===== src/rtl/multi_edge_detect_module.sv =====
// rtl/multi_edge_detect_module.sv - multi-channel synchronising, glitch-filtering edge detector
//
// Purpose:
//   Per channel: a SYNC_STAGES-deep synchroniser, then a level filter that
//   accepts a new level only after it has persisted for FILT_LEN synchronised
//   cycles. Edge pulses come from the filtered level, and a per-channel mode
//   selects which of them are reported. Reported edges set sticky Pending and
//   Overrun flags.
//
// Ports:
//   CLK          system clock, rising edge
//   RST          synchronous active-high reset
//   Pin_In       raw asynchronous pin levels, one per channel
//   Edge_Mode    2 bits per channel: 00 off, 01 falling, 10 rising, 11 both
//   Clr_Pending  per-channel clear of Pending and Overrun
//   Level_Out    filtered, synchronised level
//   H2L_Sig      one-cycle pulse on a filtered high-to-low transition
//   L2H_Sig      one-cycle pulse on a filtered low-to-high transition
//   Edge_Sig     H2L_Sig/L2H_Sig masked by Edge_Mode
//   Pending      sticky flag set by Edge_Sig
//   Overrun      sticky flag set by Edge_Sig while Pending is already set
//   Any_Pending  OR of all Pending bits

module multi_edge_detect_module #(
    parameter int   CH          = 4,
    parameter int   SYNC_STAGES = 2,
    parameter int   FILT_LEN    = 4,
    parameter logic INIT_LEVEL  = 1'b1
) (
    input  logic            CLK,
    input  logic            RST,
    input  logic [CH-1:0]   Pin_In,
    input  logic [2*CH-1:0] Edge_Mode,
    input  logic [CH-1:0]   Clr_Pending,
    output logic [CH-1:0]   Level_Out,
    output logic [CH-1:0]   H2L_Sig,
    output logic [CH-1:0]   L2H_Sig,
    output logic [CH-1:0]   Edge_Sig,
    output logic [CH-1:0]   Pending,
    output logic [CH-1:0]   Overrun,
    output logic            Any_Pending
);

    // FILT_LEN = 1 still needs a one-bit counter; it simply never leaves 0.
    localparam int               CNT_W    = (FILT_LEN > 1) ? $clog2(FILT_LEN) : 1;
    localparam logic [CNT_W-1:0] CNT_LAST = CNT_W'(FILT_LEN - 1);

    genvar i;
    generate
        for (i = 0; i < CH; i++) begin : g_ch
            logic [SYNC_STAGES-1:0] sync_q;
            logic                   s;
            logic                   f_q;
            logic                   f_d_q;
            logic [CNT_W-1:0]       cnt_q;
            logic                   h2l;
            logic                   l2h;
            logic                   edge_hit;
            logic                   pend_q;
            logic                   ovr_q;

            assign s = sync_q[SYNC_STAGES-1];

            always_ff @(posedge CLK) begin
                if (RST) begin
                    sync_q <= {SYNC_STAGES{INIT_LEVEL}};
                end else begin
                    sync_q <= {sync_q[SYNC_STAGES-2:0], Pin_In[i]};
                end
            end

            // cnt_q counts consecutive cycles on which s disagrees with the
            // accepted level; any agreement throws the partial count away.
            always_ff @(posedge CLK) begin
                if (RST) begin
                    f_q   <= INIT_LEVEL;
                    f_d_q <= INIT_LEVEL;
                    cnt_q <= '0;
                end else begin
                    f_d_q <= f_q;
                    if (s == f_q) begin
                        cnt_q <= '0;
                    end else if (cnt_q == CNT_LAST) begin
                        f_q   <= s;
                        cnt_q <= '0;
                    end else begin
                        cnt_q <= cnt_q + CNT_W'(1);
                    end
                end
            end

            // Both inputs are flops, so the pulses are glitch-free and last
            // exactly the one cycle during which f_d_q lags f_q.
            assign h2l      = f_d_q & ~f_q;
            assign l2h      = ~f_d_q & f_q;
            assign edge_hit = (Edge_Mode[2*i] & h2l) | (Edge_Mode[2*i+1] & l2h);

            // An edge arriving with a clear wins: Pending stays set and the
            // new Overrun is computed against the cleared state, i.e. 0.
            always_ff @(posedge CLK) begin
                if (RST) begin
                    pend_q <= 1'b0;
                    ovr_q  <= 1'b0;
                end else begin
                    pend_q <= edge_hit | (pend_q & ~Clr_Pending[i]);
                    ovr_q  <= (edge_hit & pend_q & ~Clr_Pending[i]) |
                              (ovr_q & ~Clr_Pending[i]);
                end
            end

            assign Level_Out[i] = f_q;
            assign H2L_Sig[i]   = h2l;
            assign L2H_Sig[i]   = l2h;
            assign Edge_Sig[i]  = edge_hit;
            assign Pending[i]   = pend_q;
            assign Overrun[i]   = ovr_q;
        end
    endgenerate

    assign Any_Pending = |Pending;

endmodule


===== config.mk =====
export PLATFORM = sky130hd
export DESIGN_NAME = multi_edge_detect_module
export DESIGN_NICKNAME = d
export VERILOG_FILES = /design/src/rtl/multi_edge_detect_module.sv
export SDC_FILE = /design/constraint.sdc
export NUM_CORES = 1
export LEC_CHECK = 0
export ABC_CLOCK_PERIOD_IN_PS = 1200
export BUFFER_PORTS_ARGS = -buffer_cell sky130_fd_sc_hd__buf_2
export CORE_UTILIZATION = 28
export DETAILED_ROUTE_END_ITERATION = 7
export PLACE_DENSITY = 0.59
export SLEW_MARGIN = 10
export SYNTH_ARGS = -nofsm -noshare
export SYNTH_HDL_FRONTEND = slang
export SYNTH_SLANG_ARGS = --single-unit

===== constraint.sdc =====
create_clock -name CLK -period 1.2 [get_ports CLK]
set_input_delay 0.24 -clock CLK [delete_from_list [all_inputs] [get_ports CLK]]
set_output_delay 0.24 -clock CLK [all_outputs]
set_load 0.1 [all_outputs]

### Yosys cells after proc, flatten, opt, wreduce, memory -nomap -nowiden

Index checks and enable logic that the tools add are counted.

| storage, ports and cells | value |
|---|---|
| register bits after elaboration | 32 |
| latch bits | 0 |
| memory bits (writable) | 0 |
| memory bits (read-only) | 0 |
| input bits | 18 |
| output and inout port bits | 25 |
| word-level logic and storage cells | 105 |
| memories kept | 0 |

| cells by class | value |
|---|---|
| add/subtract/negate cells | 4 |
| multipliers | 0 |
| div/mod/pow operators | 0 |
| magnitude comparators | 0 |
| eq/ne operators | 8 |
| shifts and indexed selects | 0 |
| mux-type cells | 0 |
| bitwise operators | 60 |
| reductions and logical operators | 9 |

Operator list:

| operator | count |
|---|---|
| $and A1 B1 Y1 | 32 |
| $not A1 Y1 | 16 |
| $or A1 B1 Y1 | 12 |
| $reduce_or A3 Y1 | 4 |
| $add A2 B1 Y2 const B | 4 |
| $eq A2 B2 Y1 const B | 4 |
| $reduce_and A2 Y1 | 4 |
| $eq A1 B1 Y1 | 4 |
| $reduce_or A4 Y1 | 1 |

### Depth between registers and ports, before layout

Gate-level depths: netlist (run 1).

| depth | value |
|---|---|
| depth in word-level cells | 7 |
| mapped depth | 4 |
| depth with buffers taken out | 3 |

### Least setup slack after synthesis (run 1)

Ideal clock, no wire load.

| timing path | value |
|---|---|
| path kind | register -> output |
| start point | reg g_ch[3].pend_q |
| end point | out Any_Pending |
| data arrival time | 1268 ps |
| required time | 960 ps |
| setup slack | -308 ps |
| cell stages (with the launch flop) | 2 |
| buffers on the path | 0 |
| path through | dfxtp_1 or4_1 |

| on the way | value |
|---|---|
| longest elaborated chain between the ends | 1 |

Ends and longest elaborated chain:

| what | line | source |
|---|---|---|
| from (decl) | 59 | `logic pend_q;` |
| from (signal assigned) | 105 | `pend_q <= edge_hit \| (pend_q & ~Clr_Pending[i]);` |
| $reduce_or A4 Y1 | 120 | `assign Any_Pending = \|Pending;` |
| to (decl) | 41 | `output logic Any_Pending` |

Every way passes these cells.

### Worst setup path after layout (run 1)

| timing path | value |
|---|---|
| start point | reg g_ch[0].pend_q |
| end point | out Any_Pending |

| on the way | value |
|---|---|
| longest elaborated chain between the ends | 1 |

Ends and longest elaborated chain:

| what | line |
|---|---|
| from (decl) | 59 |
| from (signal assigned) | 105 |
| $reduce_or A4 Y1 | 120 |

Every way passes these cells.

==> metrics.yaml, run 1 <==
cts:
  cts.sinks: 32
  htree_levels: 2
  cts_made_buffers: 5
  path_clk_slew_ps: 70
  cts_tree: "yes"
  clkLatencyLatePin_ps: 280
  clock-root-buffer: "clkbuf_8"
  cts_buffer_depth: 2
logic_synthesis:
  yosys.cell_types.count: 18
  ys_seq_elements: 32
  synthesis.nets: 166
  synth_top_area_share_pct: 47.9
  synth_top_cells_by_count: "32 x dfxtp_1, 24 x buf_4, 12 x nor2_1, 12 x nor2b_1, 12 x or2_2"
  synthTopCellsByArea: "dfxtp_1 48%, buf_4 13%, nor2b_1 5.6%"
  avgSynthCellArea_um2: 9.28
  synth_edf_count: 0
  syn_inst: 144
  yosysWarnings: 0
  yosysTopAreaCell: "dfxtp_1"
  ys.flop_type: "dfxtp_1"
  synth_async_sr_flop_share_pct: 0
  syn_area_um2: 1340
  ys_seq_area_share_pct: 47.9
  synth.most_common_cell: "dfxtp_1"
timing:
  rsz0062_at_grt: "yes"
  clock.fmax_ghz: 0.643
  tightest_slew_ps: 461
  relSlewSlack_pct: 69.2
  finalSetupViolations: 13
  setup_ws_ps: -355
  finalCriticalPeriod_ps: 1560
  finalHoldViolCount: 0
  finalMaxSlewViolations: 0
  skew_ps: 4.61
  fin_setup_tns_ps: -2080
  min_period_over_period_pct: 130
setup_path:
  critPathSlowestCell: "or4_4"
  start_kind: "flop"
  worstPathCellList: "or4_4 -> buf_12"
  crit_arrival_ps: 1320
  crit_family: "simple AND/OR/NAND/NOR gates"
  path_buf_inv: 1
  setup.worst_path.end_class: "primary output"
  slowest_delay_ps: 540
  worst_ep_required_time_ps: 960
  crit_fanout: 2
  critPathKind: "flop to primary output"
pwr:
  p_switching_uw: 433
  internal-power_uw: 1720
  p_per_area_nw_per_um2: 967
  clkPwrFrac_pct: 46.6
  switching_share_pct: 20.1
  power_frac_seq_pct: 49.9
  p_leak_uw: 0.000995
  pwr-share-comb_pct: 3.5
  vdd_ir_drop_max_mv: 0.632
floorplanning:
  fp-row-count: 24
  dieArea_um2: 5050
  die_h_um: 71.1
  ioPinCount: 43
  fp.coreArea_um2: 4470
  initial_core_util_pct: 29.9
  die_w_um: 71.1
layout:
  area_delta_synth_final_pct: 67.0
  antennaDiodeCount: 0
  fillCellCount: 407
  finalNetCount: 212
  drive_gt1_share_pct: 58.1
  final_cells: 243
  final_area_um2: 2230
route:
  first_iter_violations: 29
  post-route-drc-count: 3
  wl_mm: 2.44
  firstDrtPassIters: 6
  num_vias: 1014
  route.detailed.wl_per_inst_um: 10.1
  drtAntennaViolNets: 0
  viasPerCell: 4.17
place:
  gp_congestion: 0.783
  postPlaceCellArea_um2: 1930
  dp.cells: 230
  place_hpwl_mm: 1.68
  io_buffers: 42
  pre_cts_slack_ps: -155
global_routing:
  grt_max_degree: 29
  grt_pass1_wl_mm: 4.32
  antenna_found_initial: 0
  grt_pass1_vias: 997
  grt_use_total_pct: 11.1
  grt-ovfl-total: 0
run_status:
  status: "finished with violations"
  failed_checks: "design-rule violations, negative setup slack"
worst_hold_path:
  hold_class: "input port to flop"
flow_run:
  drv_cap: 0
routing by layer:
metal,routed length (µm),up-vias,track usage (%)
met5,0,-,0
met4,48,0,5.33
met3,174,7,4.70
met2,1210,31,18.5
met1,1010,452,12.2
li1,-,524,-
timing repair:
item	CTS	global route
setup endpoints to repair	13	18
buffers inserted	5	1
hold buffers	0	0
gates resized for setup	45	8
pin swaps	5	0
worst register-to-register path, cell delays in order (launching register included):
cell	delay, ps
dfxtp_2	350
nor2b_4	180
a22oi_2	110
buf_4	140
buf_4	120
o21ai_0	150
kinds of logic (layout without fill, tap and decap cells):
kind of cell	count (synthesis)	in the layout	share of synthesized area, %
AO/OA/AOI/OAI	16	16	7.87
XOR/XNOR	4	4	2.62
adder cells (fa/ha/maj)	4	4	3.75
buffers and inverters	35	82	16.7
flip-flops	32	32	47.9
AND/OR/NAND/NOR	53	53	21.2
registers in the layout, indices dropped and copies added (netlist names):
signal and count:
g_ch.pend_q 4, g_ch.ovr_q 4, g_ch.f_q 4, g_ch.sync_q 8, g_ch.f_d_q 4, g_ch.cnt_q 8
path summary, 6_finish.rpt:
kind | cells after the start | start | slack [ps] | endpoint
hold reg to reg | 1 | g_ch[3].sync_q[0]$_SDFF_PP1_ | 410 | g_ch[3].sync_q[1]$_SDFF_PP1_
setup reg to reg | 5 | g_ch[2].f_d_q$_SDFF_PP1_ | 80 | g_ch[2].ovr_q$_SDFF_PP0_
setup / recovery | 2 | g_ch[0].pend_q$_SDFF_PP0_ | -360 | Any_Pending
hold / removal | 2 | Pin_In[3] | 140 | g_ch[3].sync_q[0]$_SDFF_PP1_
area by class of cell:
cell class	instances	area [µm²]	area share (%)
clock inverter	2	35.0	1.57
tap	52	65.1	2.91
sequential	32	662	29.7
inverter	8	30.0	1.35
clock buffer	6	72.6	3.25
multi-input combinational	77	557	24.9
timing repair buffer	66	811	36.3
power by group through the flow:
| stage | logic, µW | registers (µW) | clock network (µW) |
|---|---|---|---|
| after floorplan | 39.6 | 1110 | 0 |
| after global placement | 70.5 | 1110 | 0 |
| after detailed placement | 72.5 | 1110 | 0 |
| after CTS | 75.7 | 1090 | 1030 |
| after global routing | 85.7 | 1080 | 1090 |
| final | 76.0 | 1080 | 1000 |
placed cells by master (no fill, tap or decap), types with 5 or more instances in the layout:
master | Yosys | layout
or2_2 | 12 | 12
nor2b_4 | 0 | 8
nand2_1 | 8 | 8
buf_4 | 24 | 12
nor2_1 | 12 | 12
buf_6 | 0 | 12
clkbuf_8 | 0 | 5
buf_12 | 0 | 25
dfxtp_2 | 0 | 5
buf_2 | 1 | 17
dfxtp_1 | 32 | 23
per-stage QoR:
| step | power, µW | utilization, % | hold WS (ps) |
|---|---|---|---|
| 2_1_floorplan | 1150 | - | 344 |
| 3_3_place_gp | 1180 | 43.1 | 394 |
| 3_5_place_dp | 1180 | 43.1 | 394 |
| 4_1_cts | 2200 | 49.4 | 130 |
| 5_1_grt | 2260 | 49.9 | 125 |
| 6_report | 2160 | 49.9 | 140 |
(Power assumes the default switching activity.)
==> inputs of run 2 (changes only) <==
--- a/config.mk
+++ b/config.mk
@@ -7,9 +7,10 @@
 export LEC_CHECK = 0
 export ABC_CLOCK_PERIOD_IN_PS = 1200
 export BUFFER_PORTS_ARGS = -buffer_cell sky130_fd_sc_hd__buf_2
-export CORE_UTILIZATION = 28
+export CORE_UTILIZATION = 49
 export DETAILED_ROUTE_END_ITERATION = 7
-export PLACE_DENSITY = 0.59
+export PLACE_DENSITY = 0.87
+export SKIP_LAST_GASP = 1
 export SLEW_MARGIN = 10
 export SYNTH_ARGS = -nofsm -noshare
 export SYNTH_HDL_FRONTEND = slang
==> metrics.yaml, run 2 (synthesis results as in run 1) <==
layout:
  final_util_pct: 88.9  # +39 points
  drive_gt1_share_pct: 65.1  # +7.0 points
  area_delta_synth_final_pct: 67.8
  largest_registers: "g_ch.cnt_q: 8 flops, g_ch.sync_q: 8 flops"
  final_area_um2: 2240  # +0.45%
  finalNetCount: 217  # +2.4%
  final_common_cell: "buf_12"
  antennaDiodeCount: 0  # unchanged
  mostFrequentLayoutCells: "25 x buf_12, 18 x dfxtp_1, 17 x buf_2, 17 x buf_6"
timing:
  tightest_slew_ps: 513  # +52.2 ps
  finalSetupViolations: 22  # +9
  relSlewSlack_pct: 65.8  # -3.5 points
  min_period_over_period_pct: 138  # +8.0 points
  finalCriticalPeriod_ps: 1650  # +95.8 ps
  finalMaxSlewViolations: 0  # unchanged
  fin_setup_tns_ps: -3840  # -1760 ps
  clock.fmax_ghz: 0.606  # -5.8%
  rsz0062_at_grt: "yes"
  skew_ps: 5.90  # +1.29 ps
  hold_slack_ps: 78.6  # -61.4 ps
  finalHoldViolCount: 0  # unchanged
  setup_ws_ps: -451  # -95.8 ps
pwr:
  switching_share_pct: 23.5  # +3.5 points
  internal-power_uw: 1320  # -23%
  p_per_area_nw_per_um2: 772  # -20%
  clkPwrFrac_pct: 32.8  # -14 points
  pwr-share-comb_pct: 5.1  # +1.6 points
  power_frac_seq_pct: 62.2  # +12 points
  p_switching_uw: 407  # -5.9%
  p_leak_uw: 0.00100  # +0.74%
  vdd_ir_drop_max_mv: 0.866  # +37%
global_routing:
  antenna_found_initial: 0  # unchanged
  grt_use_total_pct: 31.1  # +20 points
  grt_pass1_vias: 1221  # +22%
  grt_max_degree: 29  # unchanged
  grt-ovfl-total: 0  # unchanged
  grt_pass1_wl_mm: 5.93  # +37%
route:
  wl_mm: 4.48  # +83%
  drtAntennaViolNets: 0  # unchanged
  route.detailed.wl_per_inst_um: 19.9  # +98%
  num_vias: 1190  # +17%
  post-route-drc-count: 0  # -3
  firstDrtPassIters: 4  # -2
  viasPerCell: 5.29  # +27%
  first_iter_violations: 25  # -14%
floorplanning:
  initial_core_util_pct: 53.0  # +23 points
  die_h_um: 54.2  # -24%
  fp.coreArea_um2: 2520  # -44%
  ioPinCount: 43  # unchanged
  fp-row-count: 18  # -25%
  die_w_um: 54.2  # -24%
  dieArea_um2: 2940  # -42%
place:
  io_buffers: 42  # unchanged
  postPlaceCellArea_um2: 1910  # -1.0%
  gp_congestion: 0.676  # -14%
  pre_cts_slack_ps: -167  # -11.9 ps
  place_hpwl_mm: 2.21  # +31%
run_status:
  failed_checks: "negative setup slack"
  status: "finished with violations"
cts:
  cts_buffer_depth: 2  # unchanged
  clkLatencyLatePin_ps: 340  # +60 ps
  cts_made_buffers: 5  # unchanged
  cts.sinks: 32  # unchanged
  cts_tree: "yes"
  clock-root-buffer: "clkbuf_4"
  htree_levels: 2  # unchanged
  path_clk_slew_ps: 90  # +20 ps
  hold_buffers: 0  # unchanged
setup_path:
  worst_ep_required_time_ps: 960  # about the same
  crit_fanout: 2  # unchanged
  critPathKind: "flop to primary output"
  start_kind: "flop"
  setup.worst_path.end_class: "primary output"
  crit_arrival_ps: 1410  # +90 ps
flow_run:
  drv_cap: 0  # unchanged
worst_hold_path:
  hold_class: "input port to flop"
-- run 2: changes by cell type in the layout (fill, tap and decap cells not counted), sizes merged --
cell / change
buf: +5
bufinv: -1
-- run 2: power groups by stage --
stage          clock network [µW]  registers (µW)  logic (µW)
2_1_floorplan                   0            1110        39.6
3_3_place_gp                    0            1110        68.6
3_5_place_dp                    0            1110        74.3
4_1_cts                       548            1080        77.4
5_1_grt                       619            1080        93.1
6_report                      567            1080        87.7
-- run 2: worst max-delay path, cell delays in order, from the launching register on --
cell     delay (ps)
dfxtp_2         340
or4_4           550
buf_12          180
-- run 2: layout make-up --
class                      count  area, µm²
tap                           30       37.5
clock buffer                   6       41.3
multi-input combinational     77        591
inverter                       8       30.0
timing repair buffer          71        867
fill                         101        280
sequential                    32        671
clock inverter                 1       5.00
-- run 2: through the flow --
step / total power, µW / instances
after floorplan: 1150 / 144
after detailed placement: 1190 / 209
after CTS: 1700 / 223
final: 1730 / 225
after global routing: 1790 / 225
after global placement: 1180 / 209
-- run 2: final timing paths --
path                                start                           end  slack, ps  depth (start not counted)
min reg2reg  g_ch[2].sync_q[0]$_SDFF_PP1_  g_ch[2].sync_q[1]$_SDFF_PP1_        410                          1
max reg2reg      g_ch[3].f_d_q$_SDFF_PP1_      g_ch[3].ovr_q$_SDFF_PP0_        -40                          5
min                             Pin_In[2]  g_ch[2].sync_q[0]$_SDFF_PP1_         80                          2
max             g_ch[2].pend_q$_SDFF_PP0_                   Any_Pending       -450                          2
-- run 2: metal layers --
layer / vias to the layer above / GRT usage, % / routed length (µm)
met5: - / 0 / 0
met4: 0 / 23.5 / 244
met3: 23 / 10.8 / 238
met2: 62 / 56.3 / 2340
met1: 570 / 27.8 / 1660
li1: 535 / - / -
-- run 2: what timing repair did --
item,CTS,global route
resized for setup,58,17
gates cloned,0,0
setup buffers,9,6
setup endpoints to repair,21,30
hold endpoints to repair,0,0
pin swaps,4,5
==> inputs of run 3 (changes only) <==
--- a/config.mk
+++ b/config.mk
@@ -7,7 +7,9 @@
 export LEC_CHECK = 0
 export ABC_CLOCK_PERIOD_IN_PS = 1200
 export BUFFER_PORTS_ARGS = -buffer_cell sky130_fd_sc_hd__buf_2
-export CORE_UTILIZATION = 49
+export CELL_PAD_IN_SITES_DETAIL_PLACEMENT = 1
+export CELL_PAD_IN_SITES_GLOBAL_PLACEMENT = 1
+export CORE_UTILIZATION = 36
 export DETAILED_ROUTE_END_ITERATION = 7
 export PLACE_DENSITY = 0.87
 export SKIP_LAST_GASP = 1
==> metrics.yaml, run 3 (synthesis results as in run 1) <==
setup_path:
  crit_fanout: 2  # unchanged
  critPathKind: "flop to primary output"
  start_kind: "flop"
  setup.worst_path.end_class: "primary output"
  crit_arrival_ps: 1370  # -40 ps
  r2r_slack_ps: -70  # -30 ps
  worst_ep_required_time_ps: 960  # about the same
cts:
  cts_made_buffers: 5  # unchanged
  cts_buffer_depth: 2  # unchanged
  htree_levels: 2  # unchanged
  clkLatencyLatePin_ps: 290  # -50 ps
  hold_buffers: 0  # unchanged
  cts.sinks: 32  # unchanged
  path_clk_slew_ps: 80  # about the same
  clock-root-buffer: "clkbuf_8"
  cts_tree: "yes"
layout:
  mostFrequentLayoutCells: "24 x buf_12, 20 x dfxtp_1, 17 x buf_2"
  fillCellCount: 337  # +230%
  largest_registers: "g_ch.cnt_q: 8 flops, g_ch.sync_q: 8 flops"
  area_delta_synth_final_pct: 73.6
  antennaDiodeCount: 0  # unchanged
  finalNetCount: 214  # -1.4%
  final_common_cell: "buf_12"
  final_cells: 239  # +6.2%
  drive_gt1_share_pct: 66.3  # +1.2 points
global_routing:
  use_met2_pct: 47.6  # -8.7 points
  grt_pass1_wl_mm: 7.80  # +32%
  global_route.usage.met3_pct: 7.85  # -3.0 points
  grt_pass1_vias: 1325  # +8.5%
  grt_max_degree: 29  # unchanged
  groute.layer.met1.usage_pct: 30.4  # +2.6 points
  grt-ovfl-total: 0  # unchanged
  antenna_found_initial: 0  # unchanged
  busiest_layer: "met2"
  grt_use_total_pct: 27.3  # -3.8 points
timing:
  finalCriticalPeriod_ps: 1610  # -45.6 ps
  hold_slack_ps: 140  # +61.5 ps
  setup_ws_ps: -405  # +45.6 ps
  finalSetupViolations: 24  # +9.1%
  clock.fmax_ghz: 0.623  # +2.8%
  fin_setup_tns_ps: -3280  # +561 ps
  min_period_over_period_pct: 134  # -3.8 points
  tightest_slew_ps: 499  # -14.1 ps
  skew_ps: 11.0  # +5.11 ps
  finalMaxSlewViolations: 0  # unchanged
  relSlewSlack_pct: 66.7  # +0.94 points
  finalHoldViolCount: 0  # unchanged
  rsz0062_at_grt: "yes"
pwr:
  pwr-share-comb_pct: 4.8  # -0.3 points
  internal-power_uw: 1570  # +19%
  clkPwrFrac_pct: 42.9  # +10 points
  power_frac_seq_pct: 52.3  # -9.9 points
  p_leak_uw: 0.00102  # +1.4%
  switching_share_pct: 23.8  # +0.31 points
  p_per_area_nw_per_um2: 889  # +15%
  p_switching_uw: 492  # +21%
  vdd_ir_drop_max_mv: 0.727  # -16%
  p_total_uw: 2060  # +19%
route:
  post-route-drc-count: 0  # unchanged
  num_vias: 1209  # +1.6%
  wl_mm: 5.61  # +25%
  route.detailed.wl_per_inst_um: 23.5  # +18%
  viasPerCell: 5.06  # -4.4%
  drtAntennaViolNets: 0  # unchanged
  firstDrtPassIters: 4  # unchanged
  first_iter_violations: 40  # +60%
floorplanning:
  die_w_um: 62.9  # +16%
  ioPinCount: 43  # unchanged
  fp-row-count: 21  # +3
  die_h_um: 62.9  # +16%
  initial_core_util_pct: 38.8  # -14 points
  dieArea_um2: 3960  # +35%
  fp.coreArea_um2: 3440  # +36%
place:
  place_hpwl_mm: 2.98  # +35%
  gp_congestion: 0.690  # +2.1%
  dp.cells: 225  # +7.7%
  io_buffers: 42  # unchanged
run_status:
  status: "finished with violations"
  failed_checks: "negative setup slack"
flow_run:
  drv_cap: 0  # unchanged
worst_hold_path:
  hold_class: "input port to flop"
run 3: cell types whose count changed in the layout (fill, tap and decap cells not counted), sizes merged:
cell	change
buf	-3
clkinv	+1
run 3: final timing paths:
check	from	to	cells after the start
setup / recovery	g_ch[2].pend_q$_SDFF_PP0_	Any_Pending	2
hold / removal	Pin_In[1]	g_ch[1].sync_q[0]$_SDFF_PP1_	2
setup reg to reg	g_ch[1].f_q$_SDFFE_PP1P_	g_ch[1].cnt_q[0]$_SDFF_PP0_	4
hold reg to reg	g_ch[2].sync_q[0]$_SDFF_PP1_	g_ch[2].sync_q[1]$_SDFF_PP1_	1
run 3: stage by stage:
stage               util (%)  worst slack (ps)  area, µm²
global placement        56.0              -146       1930
detailed placement      56.0              -187       1930
finish                  67.4              -405       2320
CTS                     64.2              -400       2210
global route            67.4              -418       2320
floorplan                  -             -53.8       1360
run 3: power by group through the flow:
stage	registers, µW	clock network (µW)	logic, µW
after floorplan	1110	0	39.6
after global routing	1080	947	105
final	1080	884	98.9
after detailed placement	1110	0	76.5
after CTS	1080	859	80.5
after global placement	1110	0	70.0
run 3: final cells by class:
class	count	area [µm²]	area share (%)
flip-flops and latches	32	668	28.8
well taps	46	57.6	2.48
inverters	8	30.0	1.29
clock inverters	2	10.0	0.432
repair buffers	68	843	36.4
clock buffers	6	82.6	3.56
multi-input cells	77	628	27.1
run 3: metal layers:
layer | part of all wire (%) | vias to the layer above
li1 | - | 531
met1 | 42 | 603
met2 | 48 | 56
met3 | 5.7 | 19
met4 | 4.7 | 0
met5 | 0 | -
run 3: timing repair:
action / CTS / global route
cloned: 0 / 0
pin swaps: 4 / 2
resized for setup: 52 / 29
buffers inserted: 5 / 4
endpoints found under the setup margin: 18 / 31
run 3: critical path: stages (launching register included):
cell and delay [ps]:
dfxtp_2 340, or4_4 540, buf_8 190
